--- config.mk ---
export PLATFORM = sky130hd
export DESIGN_NAME = var_latency_responder
export DESIGN_NICKNAME = d
export VERILOG_FILES = /design/src/rtl/var_latency_responder.sv
export SDC_FILE = /design/constraint.sdc
export NUM_CORES = 1
export LEC_CHECK = 0
export ABC_AREA = 1
export BUFFER_PORTS_ARGS = -buffer_cell sky130_fd_sc_hd__buf_2
export CELL_PAD_IN_SITES_DETAIL_PLACEMENT = 2
export CELL_PAD_IN_SITES_GLOBAL_PLACEMENT = 2
export CORE_ASPECT_RATIO = 0.5
export CORE_MARGIN = 2
export CORE_UTILIZATION = 25
export CTS_CLUSTER_DIAMETER = 100
export DETAILED_ROUTE_END_ITERATION = 10
export PLACE_DENSITY = 0.84
export SETUP_SLACK_MARGIN = 0.3
export SYNTH_ARGS = -nofsm -noshare
export SYNTH_HDL_FRONTEND = slang
export SYNTH_SLANG_ARGS = --single-unit
export TNS_END_PERCENT = 5
--- constraint.sdc ---
create_clock -name clk -period 1.5 [get_ports clk]
set_input_delay 0.225 -clock clk [delete_from_list [all_inputs] [get_ports clk]]
set_output_delay 0.225 -clock clk [all_outputs]
set_load 0.01 [all_outputs]
--- src/rtl/var_latency_responder.sv ---
// Variable-latency read responder: holds one request E cycles, returns data+OFFSET.
// Define VAR_LATENCY_RESPONDER_CLAMP_EN to clamp latency into [MIN_LAT, MAX_LAT].
module var_latency_responder #(
    parameter int DW      = 32,
    parameter int LW      = 8,
    parameter int MIN_LAT = 10,
    parameter int MAX_LAT = 20,
    parameter int OFFSET  = 10
) (
    input  logic          clk,
    input  logic          rst_n,
    input  logic          req_valid,
    output logic          req_ready,
    input  logic [DW-1:0] req_data,
    input  logic [LW-1:0] req_lat,
    output logic          rsp_valid,
    input  logic          rsp_ready,
    output logic [DW-1:0] rsp_data,
    output logic          busy,
    output logic          lat_err
);

    typedef enum logic [1:0] {
        IDLE,
        WAIT,
        RESP
    } state_e;

    localparam logic [LW-1:0] MinL = LW'(MIN_LAT);
    localparam logic [LW-1:0] MaxL = LW'(MAX_LAT);

    state_e        state_q;
    logic [LW-1:0] cnt_q;
    logic [DW-1:0] rsp_data_q;
    logic          req_ready_q;
    logic          rsp_valid_q;
    logic          busy_q;
    logic          lat_err_q;

    logic [LW-1:0] eff_lat_d;
    logic [DW-1:0] rsp_data_d;
    logic          lat_bad_d;

    always_comb begin
        lat_bad_d  = (req_lat < MinL) || (req_lat > MaxL);
        rsp_data_d = req_data + DW'(OFFSET);
`ifdef VAR_LATENCY_RESPONDER_CLAMP_EN
        if (req_lat < MinL)
            eff_lat_d = MinL;
        else if (req_lat > MaxL)
            eff_lat_d = MaxL;
        else
            eff_lat_d = req_lat;
`else
        eff_lat_d = (req_lat == '0) ? LW'(1) : req_lat;
`endif
    end

    // rsp_valid is set one edge early (cnt==2) so it is seen at edge k+E
    always_ff @(posedge clk or negedge rst_n) begin
        if (!rst_n) begin
            state_q     <= IDLE;
            cnt_q       <= '0;
            rsp_data_q  <= '0;
            req_ready_q <= 1'b1;
            rsp_valid_q <= 1'b0;
            busy_q      <= 1'b0;
            lat_err_q   <= 1'b0;
        end else begin
            lat_err_q <= 1'b0;
            unique case (state_q)
                IDLE: begin
                    if (req_valid && req_ready_q) begin
                        rsp_data_q  <= rsp_data_d;
                        lat_err_q   <= lat_bad_d;
                        cnt_q       <= eff_lat_d;
                        req_ready_q <= 1'b0;
                        busy_q      <= 1'b1;
                        if (eff_lat_d == LW'(1)) begin
                            rsp_valid_q <= 1'b1;
                            state_q     <= RESP;
                        end else begin
                            state_q <= WAIT;
                        end
                    end
                end
                WAIT: begin
                    cnt_q <= cnt_q - LW'(1);
                    if (cnt_q == LW'(2)) begin
                        rsp_valid_q <= 1'b1;
                        state_q     <= RESP;
                    end
                end
                RESP: begin
                    if (rsp_ready) begin
                        rsp_valid_q <= 1'b0;
                        req_ready_q <= 1'b1;
                        busy_q      <= 1'b0;
                        cnt_q       <= '0;
                        state_q     <= IDLE;
                    end
                end
                default: state_q <= IDLE;
            endcase
        end
    end

    assign req_ready = req_ready_q;
    assign rsp_valid = rsp_valid_q;
    assign rsp_data  = rsp_data_q;
    assign busy      = busy_q;
    assign lat_err   = lat_err_q;

endmodule

==> impl_metrics.json <==
{
  "final_common_cell": "nand2_1",
  "min_period_over_period_pct": 98.7,
  "irDropWorstVdd_mv": 0.516,
  "drv_cap": 0,
  "first_pass_iters": 4,
  "internal_power_mw": 4.32,
  "nNetsFinal": 595,
  "grtUsageTotal_pct": 18.0,
  "vias_per_cell": 4.68,
  "cts_buffers": 5,
  "place_congestion": 0.836,
  "utilization_pct": 35.0,
  "synth_cell_types": 32,
  "die_area_sq_mm": 0.0129,
  "grt_pass1_wl_microns": 18400,
  "period_needed_ns": 1.48,
  "overflow": 0,
  "seqPwrFrac_pct": 28.8,
  "min_path_type": "in2reg",
  "critPathKind": "reg2reg",
  "tightest_slew_ns": 0.529,
  "syn_nets": 500,
  "switchingPower_mw": 3.44,
  "pwr-share-clk_pct": 15.4,
  "setup_tns_ns": 0,
  "syn_area_sq_mm": 0.00300,
  "rsz0062_at_grt": "yes",
  "fmax_ghz": 0.675,
  "slew_headroom_pct": 64.7,
  "dp_hpwl_microns": 8970,
  "p_leak_nw": 2.08,
  "status": "finished, final reports clean",
  "start_kind": "flop",
  "cts.path.max_buffers": 2,
  "powerDensity_mw_per_mm2": 1890,
  "swShare_pct": 44.3,
  "syn_inst": 450,
  "fill_cells": 1448,
  "row_count": 28,
  "core_sq_mm": 0.0117,
  "cp-end-kind": "flop",
  "syn2layout_area_growth_pct": 37.2,
  "port_buffers": 79,
  "maxSlewViolCount": 0,
  "root_buffer": "clkbuf_16",
  "htreeDepth": 2,
  "ys_warn_count": 0,
  "clkSinkCount": 46,
  "setup_viol": 0,
  "path_clk_slew_ns": 0.07,
  "drive_gt1_share_pct": 28.9,
  "finalHoldViolations": 0,
  "wl_per_cell_microns": 17.6,
  "ys_seq_elements": 46,
  "yosysSeqAreaShare_pct": 38.5,
  "ant_nets": 0,
  "cp.arrival_ns": 1.70,
  "io_pins": 80,
  "grt_pass1_vias": 3647,
  "skew_ns": 0.00731,
  "drc_errors": 0,
  "die_h_microns": 81.4,
  "syn_area_per_cell_sq_um": 6.66,
  "final_cell_mix": "nand2_1, buf_2, nor2_1",
  "vias": 3331,
  "clkLatencyLatePin_ns": 0.30,
  "antenna_found_initial": 0,
  "antenna_cells": 0,
  "routed_wl_microns": 12500,
  "drt_iter0_markers": 84,
  "grt_max_degree": 41,
  "cp_data_required_time_ns": 1.72,
  "dieWidth_microns": 159,
  "cts_tree": "built",
  "path_max_fanout": 20,
  "start_util_pct": 25.5,
  "comb_power_share_pct": 55.9
}
final timing paths:
check	depth (start not counted)	from	endpoint	slack [ns]
setup / recovery	7	state_q[1]	rsp_data[7]	0.02
hold / removal	2	req_data[1]	rsp_data[1]	0.13
setup reg to reg	7	state_q[1]	rsp_data[7]	0.02
hold reg to reg	2	rsp_data[24]	rsp_data[24]	0.48
max in group asynchronous	3	rst_n	rsp_data[22]	0.52
min in group asynchronous	2	rst_n	rsp_data[27]	0.44
flip-flops by register name (all words and copies together) (netlist names):
signal and flops:
cnt_q 8, state_q 2, rsp_data 32, busy 1, lat_err 1, req_ready 1
rsp_valid 1
kinds of logic after synthesis:
| group | count (synthesis) | share of synthesized area, % |
|---|---|---|
| compound gates | 48 | 8.94 |
| xor+xnor | 10 | 2.92 |
| fa+ha+maj | 6 | 2.51 |
| buf+inv | 58 | 7.60 |
| flops | 46 | 38.5 |
| simple gates | 282 | 39.6 |
worst max-delay path: stages, from the launching register on:
cell and delay, ns:
dfrtp_1 0.43, inv_2 0.11, ha_4 0.17, inv_2 0.07, nor2_4 0.17, inv_4 0.08, clkbuf_16 0.19, o21ai_0 0.18
Yosys cell counts:
| library cell | n | area share (%) |
|---|---|---|
| nor3_1 | 3 | 0.50 |
| buf_4 | 2 | 0.50 |
| nand2_1 | 172 | 22 |
| a22oi_1 | 2 | 0.50 |
| or2_2 | 1 | 0.21 |
| o21a_1 | 2 | 0.50 |
| clkbuf_1 | 3 | 0.38 |
| inv_2 | 3 | 0.38 |
| a21boi_0 | 1 | 0.25 |
| nand2_2 | 4 | 0.83 |
| a21oi_1 | 9 | 1.5 |
| o22ai_1 | 1 | 0.21 |
| o21bai_1 | 3 | 0.75 |
| inv_1 | 48 | 6.0 |
| nor2_2 | 10 | 2.1 |
| nand4_1 | 1 | 0.21 |
| dfrtp_1 | 45 | 38 |
| a21boi_1 | 1 | 0.25 |
| o21ai_0 | 23 | 3.8 |
| dfstp_2 | 1 | 0.88 |
| nand3_2 | 1 | 0.33 |
| nor2_1 | 49 | 6.1 |
| nand3_1 | 36 | 6.0 |
| nand2_4 | 1 | 0.38 |
| ha_1 | 6 | 2.5 |
| xnor2_1 | 2 | 0.58 |
| o21ai_1 | 5 | 0.83 |
| nor2_4 | 3 | 1.1 |
| buf_2 | 2 | 0.33 |
| a32oi_1 | 1 | 0.29 |
| and2_1 | 1 | 0.21 |
| xor2_1 | 8 | 2.3 |
cell type report:
class / count / area (sq um) / share of cell area, %
Inverter: 51 / 204 / 4.96
Sequential cell: 46 / 1150 / 28.0
Tap cell: 165 / 206 / 5.02
Multi-Input combinational cell: 346 / 1800 / 43.7
Clock buffer: 8 / 146 / 3.56
Timing Repair Buffer: 95 / 608 / 14.8
what timing repair did:
action                     CTS  global route
hold endpoints to repair    13             0
setup endpoints to repair   47            47
gates resized for setup     10            46
hold buffers                 1             0
pin swaps                    1             5
cloned                       0             2
setup buffers                2             2
power by group through the flow:
stage / clock network, mW / logic [mW] / registers, mW
finish: 1.19 / 4.34 / 2.24
CTS: 1.21 / 3.50 / 2.20
global placement: 0 / 3.19 / 2.18
detailed placement: 0 / 3.38 / 2.22
global route: 1.25 / 4.81 / 2.30
floorplan: 0 / 1.77 / 2.37
metal layers:
metal,up-vias,wire (microns),part of all wire (%),global-route usage [%]
met1,1697,5300,42,20.6
met2,32,6790,54,36.7
met5,-,0,0,0
met4,0,140,1.1,3.30
li1,1590,-,-,-
met3,12,268,2.1,2.53
per-stage QoR:
| step | worst slack [ns] | area [sq um] | hold slack, ns | power, mW | cells |
|---|---|---|---|---|---|
| after global routing | -0.0508 | 4110 | 0.139 | 8.37 | 711 |
| after global placement | 0.0428 | 3690 | 0.243 | 5.37 | 696 |
| after CTS | 0.0586 | 3870 | 0.136 | 6.92 | 707 |
| after detailed placement | -0.0345 | 3690 | 0.250 | 5.59 | 696 |
| after floorplan | 0.180 | 3020 | -0.0706 | 4.13 | 450 |
| final | 0.0190 | 4110 | 0.129 | 7.77 | 711 |
(Power assumes the default switching activity.)
